==> config.mk <==
export PLATFORM = sky130hd
export DESIGN_NAME = port_ingress_buffer
export DESIGN_NICKNAME = d
export VERILOG_FILES = /design/src/rtl/port_ingress_buffer.sv
export SDC_FILE = /design/constraint.sdc
export NUM_CORES = 1
export LEC_CHECK = 0
export ABC_AREA = 1
export CORE_AREA = 4 4 137 139
export DETAILED_ROUTE_END_ITERATION = 16
export DIE_AREA = 0 0 141 143
export SLEW_MARGIN = 20
export SYNTH_ARGS = -nofsm -noshare
export SYNTH_HDL_FRONTEND = slang
export SYNTH_SLANG_ARGS = --single-unit
==> constraint.sdc <==
create_clock -name clk -period 3.4 [get_ports clk]
set_input_delay 0.68 -clock clk [delete_from_list [all_inputs] [get_ports clk]]
set_output_delay 0.68 -clock clk [all_outputs]
set_load 0.05 [all_outputs]
==> src/rtl/port_ingress_buffer.sv <==
// Per-port ingress stage: validates incoming packets, buffers legal ones in a
// circular FIFO and presents the head entry to the switch core. Saturating
// accept/drop counters are kept for debug and scoreboarding.
module port_ingress_buffer #(
  parameter int unsigned NUM_PORTS      = 4,
  parameter int unsigned DATA_W         = 8,
  parameter int unsigned DEPTH          = 8,
  parameter int unsigned PORT_ID        = 0,
  parameter int unsigned ALLOW_LOOPBACK = 0,
  parameter int unsigned CNT_W          = 16
) (
  input  logic                       clk,
  input  logic                       rst_n,
  input  logic                       in_valid,
  output logic                       in_ready,
  input  logic [NUM_PORTS-1:0]       in_source,
  input  logic [NUM_PORTS-1:0]       in_target,
  input  logic [DATA_W-1:0]          in_data,
  output logic                       out_valid,
  input  logic                       out_ready,
  output logic [NUM_PORTS-1:0]       out_source,
  output logic [NUM_PORTS-1:0]       out_target,
  output logic [DATA_W-1:0]          out_data,
  output logic [$clog2(DEPTH):0]     level,
  output logic [CNT_W-1:0]           accept_cnt,
  output logic [CNT_W-1:0]           drop_cnt,
  input  logic                       cnt_clr
);

  localparam int unsigned AW = $clog2(DEPTH);
  localparam int unsigned LW = AW + 1;
  localparam int unsigned EW = 2 * NUM_PORTS + DATA_W;
  localparam logic [NUM_PORTS-1:0] OWN_SRC  = {{(NUM_PORTS-1){1'b0}}, 1'b1} << PORT_ID;
  localparam logic [LW-1:0]        FULL_LVL = LW'(DEPTH);
  localparam logic [CNT_W-1:0]     CNT_MAX  = '1;

  logic [EW-1:0]    mem [DEPTH];
  logic [AW-1:0]    wr_ptr;
  logic [AW-1:0]    rd_ptr;
  logic [LW-1:0]    lvl;
  logic             legal;
  logic             xfer;
  logic             wr_en;
  logic             drop_en;
  logic             pop;
  logic [EW-1:0]    head;

  // Handshake flags derive from registered occupancy only.
  always_comb begin
    in_ready  = (lvl != FULL_LVL);
    out_valid = (lvl != '0);
    level     = lvl;
  end

  // Packet legality, transfer qualification and head presentation.
  always_comb begin
    legal   = (in_source == OWN_SRC) && (in_target != '0) &&
              ((ALLOW_LOOPBACK != 0) || !in_target[PORT_ID]);
    xfer    = in_valid && in_ready;
    wr_en   = xfer && legal;
    drop_en = xfer && !legal;
    pop     = out_valid && out_ready;
    head    = mem[rd_ptr];
    // Storage is not reset; gating on out_valid gives zero fields after reset.
    {out_source, out_target, out_data} = out_valid ? head : '0;
  end

  // Payload storage, written at the tail on a legal transfer.
  always_ff @(posedge clk) begin
    if (wr_en) begin
      mem[wr_ptr] <= {in_source, in_target, in_data};
    end
  end

  // Pointers and occupancy; power-of-two depth lets pointers wrap naturally.
  always_ff @(posedge clk or negedge rst_n) begin
    if (!rst_n) begin
      wr_ptr <= '0;
      rd_ptr <= '0;
      lvl    <= '0;
    end else begin
      if (wr_en) wr_ptr <= wr_ptr + AW'(1);
      if (pop)   rd_ptr <= rd_ptr + AW'(1);
      case ({wr_en, pop})
        2'b10:   lvl <= lvl + LW'(1);
        2'b01:   lvl <= lvl - LW'(1);
        default: lvl <= lvl;
      endcase
    end
  end

  // Saturating accept/drop counters; clear wins over increment.
  always_ff @(posedge clk or negedge rst_n) begin
    if (!rst_n) begin
      accept_cnt <= '0;
      drop_cnt   <= '0;
    end else if (cnt_clr) begin
      accept_cnt <= '0;
      drop_cnt   <= '0;
    end else begin
      if (wr_en && (accept_cnt != CNT_MAX))  accept_cnt <= accept_cnt + CNT_W'(1);
      if (drop_en && (drop_cnt != CNT_MAX))  drop_cnt   <= drop_cnt + CNT_W'(1);
    end
  end

endmodule

## Word level (Yosys, flattened, before mapping)

Memories as Yosys holds them, arrays and structs flattened.
Cells that the tools add are included.

| word-level totals | value |
|---|---|
| bits in registers | 42 |
| memories kept | 1 |
| bits in writable memories | 128 |
| output and inout bits | 54 |
| input bits | 21 |

| operators by class | value |
|---|---|
| equality and inequality tests | 6 |
| muxes and demuxes | 8 |
| $add $sub $neg | 6 |
| reduce and logical (&&, ||, !) cells | 15 |

Memories:

| name | words | bits a word | rd ports | clocked after memory_dff | write ports | RTL line | RTL |
|---|---|---|---|---|---|---|---|
| mem | 8 | 16 | 1 | 0 | 1 | 37 | `logic [EW-1:0] mem [DEPTH];` |

Operators with widths:

| cell | number |
|---|---|
| $mux W16 | 5 |
| $add A16 B1 Y16 const B | 2 |
| $ne A16 B16 Y1 const B | 2 |
| $logic_and A1 B1 Y1 | 8 |
| $pmux W4 S2 | 1 |
| $reduce_bool A4 Y1 | 2 |
| $add A3 B1 Y3 const B | 2 |
| $reduce_bool A2 Y1 | 3 |
| $add A4 B1 Y4 const B | 1 |
| $eq A4 B1 Y1 const B | 1 |
| $ne A4 B4 Y1 const B | 1 |
| $sub A4 B1 Y4 const B | 1 |
| $eq A2 B1 Y1 const B | 1 |
| $eq A2 B2 Y1 const B | 1 |
| $logic_not A1 Y1 | 2 |
| $mux W1 | 2 |

## Longest topological paths before layout

Gate-level depths: netlist (run 1).

| depth | value |
|---|---|
| depth in word-level cells | 8 |
| gate-level depth with buffers | 15 |

## Worst setup path before layout (run 1)

OpenSTA, ideal clock, no wires.

| path | value |
|---|---|
| kind | flip-flop to flip-flop |
| start point | register lvl[1], in the netlist level[1] |
| end point | memory mem[2][0] (netlist bit) (enable) |
| slack | 0.164 ns |
| setup time | 0.409 ns |
| arrival | 2.827 ns |
| cell stages (with the launch flop) | 7 |
| buffers on the path | 0 |
| path through | dfrtp_1 -> nor2_1 -> nand2_1 -> nand2_2 -> nor2_4 -> nand2_1 -> nor3_1 |

| on the way | value |
|---|---|
| word-level cells in the longest chain between the ends | 5 |

Ends and longest elaborated chain:

| what | RTL line | RTL |
|---|---|---|
| start, declared | 40 | `logic [LW-1:0] lvl;` |
| start signal, assigned | 85 | `2'b10: lvl <= lvl + LW'(1);` |
| start signal, assigned | 86 | `2'b01: lvl <= lvl - LW'(1);` |
| start signal, assigned | 87 | `default: lvl <= lvl;` |
| $ne A4 B4 Y1 | 50 | `in_ready = (lvl != FULL_LVL);` |
| named net in_ready | 15 | `output logic in_ready,` |
| $logic_and A1 B1 Y1 | 59 | `xfer = in_valid && in_ready;` |
| $logic_and A1 B1 Y1 | 60 | `wr_en = xfer && legal;` |
| $mux W1 | 70 | `if (wr_en) begin` |
| $mux W1 (implied by the code) | 71 | `mem[wr_ptr] <= {in_source, in_target, in_data};` |
| end, declared | 37 |  |

The timed path passes the listed nets, and every way through them passes these cells.

## Worst setup path in the final report (run 1)

| path | value |
|---|---|
| start point | register rd_ptr[0] |
| end point | output port out_target[3] |

| on the way | value |
|---|---|
| word-level cells in the longest chain between the ends | 2 |

Ends and longest elaborated chain:

| what | RTL line | RTL |
|---|---|---|
| start, declared | 39 | `logic [AW-1:0] rd_ptr;` |
| start signal, assigned | 83 | `if (pop) rd_ptr <= rd_ptr + AW'(1);` |
| $mem_v2 Z8 W16 | n/a |  |
| $mux W16 | 65 | `{out_source, out_target, out_data} = out_valid ? head : '0;` |
| end, declared | 22 | `output logic [NUM_PORTS-1:0] out_target,` |

No other way between the ends.

==> load_flow_metrics.sql, run 1 <==
INSERT INTO impl_metrics (metric_group, metric, value, unit) VALUES
('final_layout', 'num-nets-final', '878', ''),
('final_layout', 'area_delta_synth_final', '20.8', '%'),
('logic_synthesis', 'syn_avg_cell_area', '10.1', 'sq um'),
('die', 'placementRows', '49', ''),
('drt', 'routedWlPerCell', '16.1', 'um'),
('power_and_ir_drop', 'ir_worst_vdd', '0.000460', 'V'),
('logic_synthesis', 'yosysWarningCount', '0', ''),
('worst_setup_path', 'crit_path_top_delay_cell', 'sky130_fd_sc_hd__inv_1', ''),
('timing', 'final-setup-viol-count', '0', ''),
('timing', 'max-slew-margin-rel', '0.444', ''),
('clocking', 'cts.repair_timing.setup_buffer_count', '0', ''),
('logic_synthesis', 'synth.distinct_cells', '30', ''),
('die', 'die-width', '141', 'um'),
('timing', 'fin_crit_sh', '0.875', ''),
('clocking', 'ctsLongestPathBuffers', '2', ''),
('worst_setup_path', 'cp_data_required_time', '2.72', 'ns'),
('worst_setup_path', 'path_class', 'reg -> out', ''),
('drt', 'dr_total_vias', '5766', ''),
('timing', 'achievable_frequency', '336', 'MHz'),
('job', 'max-cap-violations', '0', ''),
('timing', 'fin_worst_hold_slack', '0.249', 'ns'),
('clocking', 'cts_made_buffers', '17', ''),
('final_layout', 'layout.cells.most_common_list', 'sky130_fd_sc_hd__nor2_1 (149), sky130_fd_sc_hd__nand2_1 (129), sky130_fd_sc_hd__edfxtp_1 (128)', ''),
('logic_synthesis', 'postSynthNetCount', '797', ''),
('grt', 'first_global_vias', '5689', ''),
('final_layout', 'diodes_inserted', '0', ''),
('clocking', 'cts_tree', 'done', ''),
('clocking', 'post_cts_hold_fix_bufs', '0', ''),
('power_and_ir_drop', 'cellPowerDensity', '755', 'mW/mm^2'),
('place', 'gp_congestion', '0.826', ''),
('grt', 'maximum_number_of_pins_on_one_net_before_global_route_repair', '66', ''),
('drt', 'drcViolationCount', '0', ''),
('final_layout', 'layout_commonest_cell', 'sky130_fd_sc_hd__nor2_1', ''),
('timing', 'fin_worst_skew', '0.00989', 'ns'),
('timing', 'final_hold_viol_count', '0', ''),
('timing', 'setup_slack', '0.426', 'ns'),
('die', 'floorplan.die.height', '143', 'um'),
('timing', 'setup_total_negative_slack', '0', 'ns'),
('grt', 'grt_antenna_before_repair', '0', ''),
('clocking', 'clock_tree.root_cell', 'sky130_fd_sc_hd__clkbuf_16', ''),
('worst_setup_path', 'critical-path-max-stage-delay', '0.54', 'ns'),
('drt', 'viasPerCell', '5.28', ''),
('clocking', 'ctsResizeCount', '0', ''),
('drt', 'drt_wl_total', '17.6', 'mm'),
('grt', 'track_usage', '0.179', ''),
('hold_path', 'hp-class', 'in -> async', ''),
('logic_synthesis', 'postSynthRegisterBits', '170', ''),
('die', 'top_level_ports', '75', ''),
('logic_synthesis', 'synth-seq-area-share', '0.632', ''),
('clocking', 'cts-htree-levels', '4', ''),
('worst_setup_path', 'cell_breakdown_of_the_critical_path', 'inv_1, buf_4, o21ai_0, o22ai_1, nor2_1, nor2_1, buf_4', ''),
('timing', 'setup_repair_after_global_routing_missed_its_margin', 'no', ''),
('worst_setup_path', 'worst-path-max-fanout', '22', ''),
('die', 'core', '0.0177', 'sq mm'),
('clocking', 'cts.sinks', '170', ''),
('logic_synthesis', 'synth_area', '0.00774', 'sq mm'),
('run_status', 'status', 'completed', ''),
('clocking', 'clk_pin_slew', '0.07', 'ns'),
('die', 'die_area', '0.0202', 'sq mm'),
('worst_setup_path', 'startpoint_type', 'register', ''),
('worst_setup_path', 'worstPathArrival', '2.29', 'ns'),
('place', 'numPortBuffers', '74', ''),
('drt', 'total_iterations_of_the_first_detailed_routing_run', '5', ''),
('timing', 'final-max-slew-violation-count', '0', ''),
('timing', 'finalWorstPathRequiredPeriod', '2.97', 'ns'),
('power_and_ir_drop', 'power_leakage', '0.00355', 'uW'),
('worst_setup_path', 'timing.critical_path.to_type', 'output pin', ''),
('place', 'dpl.hpwl', '11.1', 'mm'),
('grt', 'global_route_wire_length_before_repair', '28.3', 'mm'),
('place', 'place_ws', '0.244', 'ns'),
('power_and_ir_drop', 'report.power.total', '7060', 'uW'),
('drt', 'drtIter0Drc', '384', ''),
('timing', 'worst_margin_pin_slew', '0.834', 'ns'),
('final_layout', 'fraction_of_final_layout_cells_with_drive_strength_greater_than_1', '0.109', ''),
('logic_synthesis', 'postSynthCellCount', '769', ''),
('drt', 'drtAntennaViolNets', '0', ''),
('grt', 'overflow', '0', ''),
('clocking', 'later_pin_clock_latency_in_the_skew_report', '0.42', 'ns'),
('die', 'start_util', '0.438', '');
==> Yosys cell counts <==
master                     count  area (sq um)
sky130_fd_sc_hd__nand3b_1      5          37.5
sky130_fd_sc_hd__nand4_1       8          50.1
sky130_fd_sc_hd__edfxtp_1    128          3840
sky130_fd_sc_hd__nand2_1     129           484
sky130_fd_sc_hd__ha_1          7          87.6
sky130_fd_sc_hd__clkbuf_1     16          60.1
sky130_fd_sc_hd__nand2_2       4          25.0
sky130_fd_sc_hd__o211ai_1     16           120
sky130_fd_sc_hd__nor2_1      149           559
sky130_fd_sc_hd__buf_6         2          22.5
sky130_fd_sc_hd__inv_2         4          15.0
sky130_fd_sc_hd__clkinv_1      1          3.75
sky130_fd_sc_hd__a21oi_1       2          10.0
sky130_fd_sc_hd__buf_4         1          7.51
sky130_fd_sc_hd__dfrtp_1      42          1050
sky130_fd_sc_hd__nor2_2        6          37.5
sky130_fd_sc_hd__o21ai_1      10          50.1
sky130_fd_sc_hd__o21ai_0      71           355
sky130_fd_sc_hd__o21bai_1      3          22.5
sky130_fd_sc_hd__nor3_1        8          40.0
sky130_fd_sc_hd__xnor2_1       5          43.8
sky130_fd_sc_hd__nand2_4       1          11.3
sky130_fd_sc_hd__nand3_1      65           325
sky130_fd_sc_hd__buf_2        14          70.1
sky130_fd_sc_hd__xor2_1       14           123
sky130_fd_sc_hd__nor3_2        1          10.0
sky130_fd_sc_hd__o22ai_1      16           100
sky130_fd_sc_hd__nor2_4        1          11.3
sky130_fd_sc_hd__nand3_2       2          20.0
sky130_fd_sc_hd__inv_1        38           143
==> state kept, by name (all words and copies together) (netlist names) <==
| signal | count |
|---|---|
| mem | 128 |
| wr_ptr | 3 |
| accept_cnt | 16 |
| level | 4 |
| drop_cnt | 16 |
| rd_ptr | 3 |
==> where the power goes <==
group / switching, uW / internal, uW
logic: 1930 / 835
registers: 118 / 2300
clock network: 795 / 1080
==> layout make-up <==
type / count / area, sq um
fill: 1546 / 8300
sequential: 170 / 4890
multi-input combinational: 523 / 2560
timing repair buffer: 95 / 868
clock buffer: 18 / 429
tap: 229 / 287
inverter: 43 / 161
clock inverter: 14 / 149
==> routing by layer <==
metal  GRT usage  part of all wire
met3      0.0432             0.042
met1       0.223              0.44
met2       0.311              0.50
met4      0.0556             0.012
met5           0                 0
==> worst max-delay path: cells and delay by family (launching register included) <==
family / cells / cell delay (ns)
AO/OA/AOI/OAI: 2 / 0.25
buffers and inverters: 3 / 1.03
flip-flops: 1 / 0.38
AND/OR/NAND/NOR: 2 / 0.20
==> cells by family (layout without fill, tap and decap cells) <==
| group | count (synthesis) | in the layout | share of synthesized area |
|---|---|---|---|
| simple gates | 379 | 379 | 0.208 |
| flops | 170 | 170 | 0.632 |
| compound gates | 118 | 118 | 0.0850 |
| buf+inv | 76 | 170 | 0.0415 |
| xor+xnor | 19 | 19 | 0.0215 |
| fa+ha+maj | 7 | 7 | 0.0113 |
==> through the flow <==
stage	area (sq um)	cells	utilization
floorplan	7740	769	-
global placement	8770	1060	0.497
detailed placement	8770	1060	0.497
CTS	9350	1092	0.530
global route	9350	1092	0.530
finish	9350	1092	0.530
==> path summary, 6_finish.rpt <==
path | cells past startpoint | to | slack, ns | from
min in group clk | 2 | wr_ptr[0]$_DFFE_PN0P_ | 0.55 | wr_ptr[0]$_DFFE_PN0P_
setup / recovery | 7 | out_target[3] | 0.43 | rd_ptr[0]$_DFFE_PN0P_
max in group asynchronous | 1 | rd_ptr[1]$_DFFE_PN0P_ | 2.76 | rst_n
setup reg to reg | 11 | level[2]$_DFFE_PN0P_ | 1.12 | level[1]$_DFFE_PN0P_
hold / removal | 1 | drop_cnt[1]$_DFFE_PN0P_ | 0.25 | rst_n
hold reg to reg | 2 | wr_ptr[0]$_DFFE_PN0P_ | 0.55 | wr_ptr[0]$_DFFE_PN0P_
Note: power is estimated with default switching activity, not from simulation.
==> inputs of run 2 (changes only) <==
- DONT_BUFFER_PORTS: not set -> 1
==> load_flow_metrics.sql, run 2 (synthesized netlist as in run 1, its figures left out) <==
INSERT INTO impl_metrics (metric_group, metric, value, unit) VALUES
('run_status', 'status', 'completed', ''),
('clocking', 'cts-htree-levels', '4', ''),
('power_and_ir_drop', 'report.power.total', '6870', 'uW'),
('drt', 'viasPerCell', '5.35', ''),
('drt', 'met2_wirelength', '8.84', 'mm'),
('drt', 'drtAntennaViolNets', '0', ''),
('final_layout', 'area_delta_synth_final', '12.9', '%'),
('die', 'placementRows', '49', ''),
('clocking', 'clock_tree.root_cell', 'sky130_fd_sc_hd__clkbuf_16', ''),
('final_layout', 'postLayoutCoreUtil', '0.495', ''),
('timing', 'final-max-slew-violation-count', '0', ''),
('worst_setup_path', 'critical-path-max-stage-delay', '0.68', 'ns'),
('final_layout', 'fraction_of_final_layout_cells_with_drive_strength_greater_than_1', '0.109', ''),
('final_layout', 'layout_commonest_cell', 'sky130_fd_sc_hd__nor2_1', ''),
('final_layout', 'top_register', 'mem', ''),
('worst_setup_path', 'cell_breakdown_of_the_critical_path', 'buf_4, o21ai_0, o22ai_1, nor2_1, nor2_1, buf_4', ''),
('drt', 'top_layer', 'met4', ''),
('worst_setup_path', 'startpoint_type', 'register', ''),
('grt', 'overflow', '0', ''),
('timing', 'setup_repair_after_global_routing_missed_its_margin', 'no', ''),
('power_and_ir_drop', 'power_leakage', '0.00332', 'uW'),
('timing', 'final_hold_viol_count', '0', ''),
('worst_setup_path', 'timing.critical_path.to_type', 'output pin', ''),
('timing', 'max-slew-margin-rel', '0.499', ''),
('hold_path', 'hp-class', 'in -> async', ''),
('worst_setup_path', 'path_class', 'reg -> out', ''),
('clocking', 'cts_tree', 'done', ''),
('timing', 'achievable_frequency', '330', 'MHz'),
('timing', 'fin_crit_sh', '0.892', ''),
('clocking', 'cts.sinks', '170', ''),
('final_layout', 'diodes_inserted', '0', ''),
('die', 'die_area', '0.0202', 'sq mm'),
('power_and_ir_drop', 'seqPwrFrac', '0.361', ''),
('drt', 'drcViolationCount', '0', ''),
('timing', 'finalWorstPathRequiredPeriod', '3.03', 'ns'),
('worst_setup_path', 'timing.rr.end', 'level[2]$_DFFE_PN0P_', ''),
('grt', 'first_global_vias', '5530', ''),
('timing', 'worst_margin_pin_slew', '0.749', 'ns'),
('worst_setup_path', 'worstPathArrival', '2.35', 'ns'),
('worst_setup_path', 'cp_data_required_time', '2.72', 'ns'),
('power_and_ir_drop', 'cellPowerDensity', '786', 'mW/mm^2'),
('timing', 'final-setup-viol-count', '0', ''),
('worst_setup_path', 'worst_r2r_startpoint', 'level[3]$_DFFE_PN0P_', ''),
('power_and_ir_drop', 'power_switching', '2760', 'uW'),
('drt', 'drt_wl_total', '17.5', 'mm'),
('power_and_ir_drop', 'sw_frac_of_total', '0.402', ''),
('worst_setup_path', 'setup.reg_to_reg.worst_slack', '0.74', 'ns'),
('grt', 'track_usage', '0.180', ''),
('worst_setup_path', 'worst-path-max-fanout', '34', ''),
('grt', 'grt_antenna_before_repair', '0', ''),
('place', 'dpl.hpwl', '11.1', 'mm'),
('die', 'core', '0.0177', 'sq mm'),
('drt', 'routedWlPerCell', '17.0', 'um'),
('die', 'floorplan.die.height', '143', 'um'),
('worst_setup_path', 'ff2ff_path_depth', '14', ''),
('power_and_ir_drop', 'power_frac_comb', '0.373', ''),
('power_and_ir_drop', 'ir_worst_vdd', '0.000585', 'V'),
('die', 'top_level_ports', '75', ''),
('drt', 'dr_total_vias', '5499', ''),
('clocking', 'cts.repair_timing.setup_buffer_count', '0', ''),
('final_layout', 'num-nets-final', '816', ''),
('timing', 'setup_total_negative_slack', '0', 'ns'),
('worst_setup_path', 'crit_path_top_delay_cell', 'sky130_fd_sc_hd__dfrtp_1', ''),
('power_and_ir_drop', 'p_int', '4110', 'uW'),
('grt', 'global_route_wire_length_before_repair', '28.6', 'mm'),
('drt', 'drt-met1-wl', '7.29', 'mm'),
('drt', 'met3_wirelength', '1.10', 'mm'),
('job', 'max-cap-violations', '0', ''),
('clocking', 'clk_pin_slew', '0.06', 'ns'),
('place', 'numPortBuffers', '0', ''),
('final_layout', 'layout.cells.most_common_list', 'sky130_fd_sc_hd__nor2_1 (149), sky130_fd_sc_hd__nand2_1 (129), sky130_fd_sc_hd__edfxtp_1 (128)', ''),
('grt', 'maximum_number_of_pins_on_one_net_before_global_route_repair', '66', ''),
('drt', 'total_iterations_of_the_first_detailed_routing_run', '6', ''),
('power_and_ir_drop', 'pwr-share-clk', '0.266', ''),
('die', 'die-width', '141', 'um'),
('drt', 'drtIter0Drc', '281', ''),
('clocking', 'cts_made_buffers', '17', ''),
('final_layout', 'largest_register_ff_count', '128', ''),
('clocking', 'later_pin_clock_latency_in_the_skew_report', '0.42', 'ns'),
('place', 'gp_congestion', '0.873', ''),
('final_layout', 'reg.largest.list', 'mem (128), accept_cnt (16), drop_cnt (16)', ''),
('die', 'start_util', '0.438', ''),
('timing', 'fin_worst_skew', '0.00864', 'ns'),
('clocking', 'ctsLongestPathBuffers', '2', '');
## run 2: worst max-delay path, delay by kind of cell (launching register included)
family,cells,cell delay [ns]
flip-flops,1,0.68
buffers and inverters,2,0.67
AO/OA/AOI/OAI,2,0.32
AND/OR/NAND/NOR,2,0.26
## run 2: area by class of cell
class	instances	area [sq um]
clock buffer	17	425
clock inverter	13	130
fill	1616	8910
inverter	43	161
multi-input combinational	523	2560
sequential	170	4890
tap	229	287
timing repair buffer	33	280
## run 2: worst max path at each step
stage	slack, ns	start	cells past startpoint	endpoint
6_report	0.37	rd_ptr[1]$_DFFE_PN0P_	6	out_source[2]
4_1_cts	0.33	rd_ptr[1]$_DFFE_PN0P_	6	out_data[1]
5_1_grt	0.08	rd_ptr[1]$_DFFE_PN0P_	6	out_source[2]
3_3_place_gp	0.84	rd_ptr[1]$_DFFE_PN0P_	6	out_source[2]
2_1_floorplan	0.16	level[1]$_DFFE_PN0P_	6	mem[2][0]$_DFFE_PP_
3_5_place_dp	0.78	level[3]$_DFFE_PN0P_	14	level[2]$_DFFE_PN0P_
## run 2: repair_timing
item | 4_1_cts | 5_1_grt
setup endpoints to repair | 0 | 0
hold buffers | 1 | 0
resized for setup | 0 | 0
endpoints found under the hold margin | 42 | 0
## run 2: routing by layer
metal / GRT usage / up-vias
li1: - / 2678
met1: 0.216 / 2662
met2: 0.309 / 136
met3: 0.0543 / 23
met4: 0.0632 / 0
met5: 0 / -
## run 2: metrics by stage
stage,setup slack (ns),area [sq um],hold WS (ns),cells
2_1_floorplan,0.164,7740,0.384,769
3_3_place_gp,0.836,8160,0.386,997
3_5_place_dp,0.781,8160,0.386,997
4_1_cts,0.328,8740,0.0944,1028
5_1_grt,0.0843,8740,0.0921,1028
6_report,0.366,8740,0.0907,1028
## run 2: power by group through the flow
stage	Combinational, uW	Clock (uW)	Sequential (uW)
floorplan	1900	0	2500
global placement	2520	0	2510
detailed placement	2580	0	2520
CTS	2600	1870	2480
global route	2820	1980	2490
finish	2560	1830	2480
==> inputs of run 3 (changes only) <==
- CORE_AREA: 4 4 137 139 -> 4 4 116 118
- DIE_AREA: 0 0 141 143 -> 0 0 120 122
- PLACE_DENSITY: not set -> 0.78
==> load_flow_metrics.sql, run 3 (synthesized netlist as in run 1, its figures left out) <==
INSERT INTO impl_metrics (metric_group, metric, value, unit) VALUES
('clocking', 'cts-htree-levels', '4', ''),
('place', 'numPortBuffers', '0', ''),
('timing', 'setup_slack', '0.184', 'ns'),
('worst_setup_path', 'startpoint_type', 'register', ''),
('die', 'start_util', '0.621', ''),
('worst_setup_path', 'timing.rr.end', 'mem[0][12]$_DFFE_PP_', ''),
('die', 'top_level_ports', '75', ''),
('timing', 'fin_crit_sh', '0.946', ''),
('timing', 'setup_total_negative_slack', '0', 'ns'),
('grt', 'global_route_wire_length_before_repair', '27.9', 'mm'),
('clocking', 'cts.sinks', '170', ''),
('grt', 'maximum_number_of_pins_on_one_net_before_global_route_repair', '43', ''),
('power_and_ir_drop', 'sw_frac_of_total', '0.394', ''),
('power_and_ir_drop', 'ir_worst_vdd', '0.000388', 'V'),
('final_layout', 'layout.cells.most_common_list', 'sky130_fd_sc_hd__nor2_1 (149), sky130_fd_sc_hd__nand2_1 (129), sky130_fd_sc_hd__edfxtp_1 (128)', ''),
('worst_setup_path', 'ff2ff_path_depth', '7', ''),
('final_layout', 'layout_commonest_cell', 'sky130_fd_sc_hd__nor2_1', ''),
('die', 'die-width', '120', 'um'),
('drt', 'total_iterations_of_the_first_detailed_routing_run', '5', ''),
('place', 'place_area', '0.00811', 'sq mm'),
('power_and_ir_drop', 'seqPwrFrac', '0.345', ''),
('place', 'gp_congestion', '0.828', ''),
('final_layout', 'num-nets-final', '821', ''),
('clocking', 'cts_made_buffers', '17', ''),
('timing', 'fin_worst_hold_slack', '0.0931', 'ns'),
('hold_path', 'hp-class', 'in -> async', ''),
('final_layout', 'post_layout_nonfiller_instances', '978', ''),
('final_layout', 'diodes_inserted', '0', ''),
('worst_setup_path', 'path_class', 'reg -> out', ''),
('drt', 'viasPerCell', '5.80', ''),
('power_and_ir_drop', 'power_switching', '2830', 'uW'),
('worst_setup_path', 'timing.critical_path.to_type', 'output pin', ''),
('final_layout', 'reg.largest.list', 'mem (128), accept_cnt (16), drop_cnt (16)', ''),
('final_layout', 'fill_cells', '904', ''),
('worst_setup_path', 'setup.reg_to_reg.worst_slack', '0.64', 'ns'),
('place', 'dpl.hpwl', '10.7', 'mm'),
('power_and_ir_drop', 'power_frac_comb', '0.363', ''),
('grt', 'grt_antenna_before_repair', '0', ''),
('worst_setup_path', 'critical-path-max-stage-delay', '0.66', 'ns'),
('die', 'placementRows', '41', ''),
('run_status', 'status', 'completed', ''),
('drt', 'routedWlPerCell', '17.5', 'um'),
('worst_setup_path', 'critical-path-top-delay-family', 'buffers and inverters', ''),
('clocking', 'later_pin_clock_latency_in_the_skew_report', '0.43', 'ns'),
('drt', 'drcViolationCount', '0', ''),
('drt', 'drtIter0Drc', '478', ''),
('grt', 'overflow', '0', ''),
('power_and_ir_drop', 'cellPowerDensity', '818', 'mW/mm^2'),
('drt', 'dr_total_vias', '5673', ''),
('grt', 'track_usage', '0.245', ''),
('worst_setup_path', 'crit_start', 'rd_ptr[1]$_DFFE_PN0P_', ''),
('power_and_ir_drop', 'power_leakage', '0.00339', 'uW'),
('power_and_ir_drop', 'p_int', '4360', 'uW'),
('worst_setup_path', 'cp_data_required_time', '2.72', 'ns'),
('final_layout', 'top_register', 'mem', ''),
('clocking', 'ctsLongestPathBuffers', '2', ''),
('clocking', 'cts_tree', 'done', ''),
('timing', 'final-max-slew-violation-count', '0', ''),
('timing', 'final-setup-viol-count', '0', ''),
('timing', 'achievable_frequency', '311', 'MHz'),
('timing', 'setup_repair_after_global_routing_missed_its_margin', 'no', ''),
('final_layout', 'area_delta_synth_final', '13.6', '%'),
('drt', 'drtAntennaViolNets', '0', ''),
('drt', 'drt_wl_total', '17.1', 'mm'),
('worst_setup_path', 'crit_path_top_delay_cell', 'sky130_fd_sc_hd__dfrtp_1', ''),
('worst_setup_path', 'critPathCapture', 'out_data[6]', ''),
('worst_setup_path', 'worstPathArrival', '2.54', 'ns'),
('die', 'die_area', '0.0146', 'sq mm'),
('timing', 'worst_margin_pin_slew', '0.794', 'ns'),
('final_layout', 'design_area', '0.00879', 'sq mm'),
('place', 'place_ws', '0.619', 'ns'),
('worst_setup_path', 'most_frequent_cp_cell', 'sky130_fd_sc_hd__nor2_1', ''),
('power_and_ir_drop', 'pwr-share-clk', '0.292', ''),
('die', 'floorplan.die.height', '122', 'um'),
('worst_setup_path', 'worst-path-max-fanout', '24', ''),
('timing', 'max-slew-margin-rel', '0.468', ''),
('die', 'core', '0.0125', 'sq mm'),
('worst_setup_path', 'cell_breakdown_of_the_critical_path', 'inv_1, o21ai_0, o22ai_1, nor2_1, nor2_1, buf_4', ''),
('job', 'max-cap-violations', '0', ''),
('grt', 'first_global_vias', '5793', ''),
('clocking', 'cts.repair_timing.setup_buffer_count', '0', ''),
('worst_setup_path', 'worst_r2r_startpoint', 'level[0]$_DFFE_PN0P_', ''),
('clocking', 'clk_pin_slew', '0.06', 'ns'),
('clocking', 'clock_tree.root_cell', 'sky130_fd_sc_hd__clkbuf_16', ''),
('place', 'placed_cells', '945', ''),
('worst_setup_path', 'cp.depth', '6', ''),
('timing', 'finalWorstPathRequiredPeriod', '3.22', 'ns'),
('worst_setup_path', 'worstPathBufferInverterCount', '2', ''),
('final_layout', 'fraction_of_final_layout_cells_with_drive_strength_greater_than_1', '0.119', ''),
('final_layout', 'largest_register_ff_count', '128', ''),
('timing', 'fin_worst_skew', '0.00887', 'ns'),
('timing', 'final_hold_viol_count', '0', '');
run 3: changes by cell type in the layout (fill, tap and decap cells not counted), sizes merged:
cell	delta
buf	+5
clkinvlp	-1
clkbuf	+1
bufinv	+3
clkinv	-1
run 3: repair_timing:
action	CTS	global route
resized for setup	0	0
hold buffers	1	0
endpoints found under the hold margin	42	0
run 3: power groups by stage:
stage | Combinational, uW | Sequential [uW] | Clock (uW)
5_1_grt | 2820 | 2490 | 2220
3_3_place_gp | 2510 | 2510 | 0
2_1_floorplan | 1900 | 2500 | 0
3_5_place_dp | 2580 | 2520 | 0
6_report | 2610 | 2480 | 2100
4_1_cts | 2610 | 2480 | 2110
run 3: how the worst min path moves through the flow:
stage	start	end	slack [ns]
3_5_place_dp	rst_n	drop_cnt[4]$_DFFE_PN0P_	0.39
4_1_cts	rst_n	drop_cnt[5]$_DFFE_PN0P_	0.09
3_3_place_gp	rst_n	drop_cnt[4]$_DFFE_PN0P_	0.39
2_1_floorplan	rst_n	accept_cnt[0]$_DFFE_PN0P_	0.38
5_1_grt	rst_n	drop_cnt[7]$_DFFE_PN0P_	0.1
6_report	rst_n	drop_cnt[6]$_DFFE_PN0P_	0.09
run 3: through the flow:
| step | util | power, uW |
|---|---|---|
| 4_1_cts | 0.705 | 7200 |
| 2_1_floorplan | - | 4400 |
| 3_5_place_dp | 0.651 | 5100 |
| 5_1_grt | 0.705 | 7530 |
| 6_report | 0.705 | 7190 |
| 3_3_place_gp | 0.651 | 5030 |
run 3: worst register-to-register path: cells and delay by family, from the launching register on:
| kind | cells | cell delay [ns] |
|---|---|---|
| buffers and inverters | 1 | 0.30 |
| DFF | 1 | 0.72 |
| and+or+nand+nor | 6 | 1.45 |
run 3: layer usage:
metal / global-route usage / share of wire / wire, um
met4: 0.100 / 0.021 / 353
met1: 0.288 / 0.39 / 6680
met2: 0.426 / 0.51 / 8770
met3: 0.0678 / 0.077 / 1320
met5: 0 / 0 / 0
run 3: layout make-up:
type                            instances  area [sq um]  area share
Sequential cell                       170          4890       0.557
Inverter                               43           161      0.0184
Clock inverter                         14           221      0.0252
Timing Repair Buffer                   38           305      0.0347
Multi-Input combinational cell        523          2560       0.292
Clock buffer                           18           429      0.0488
Tap cell                              172           215      0.0245
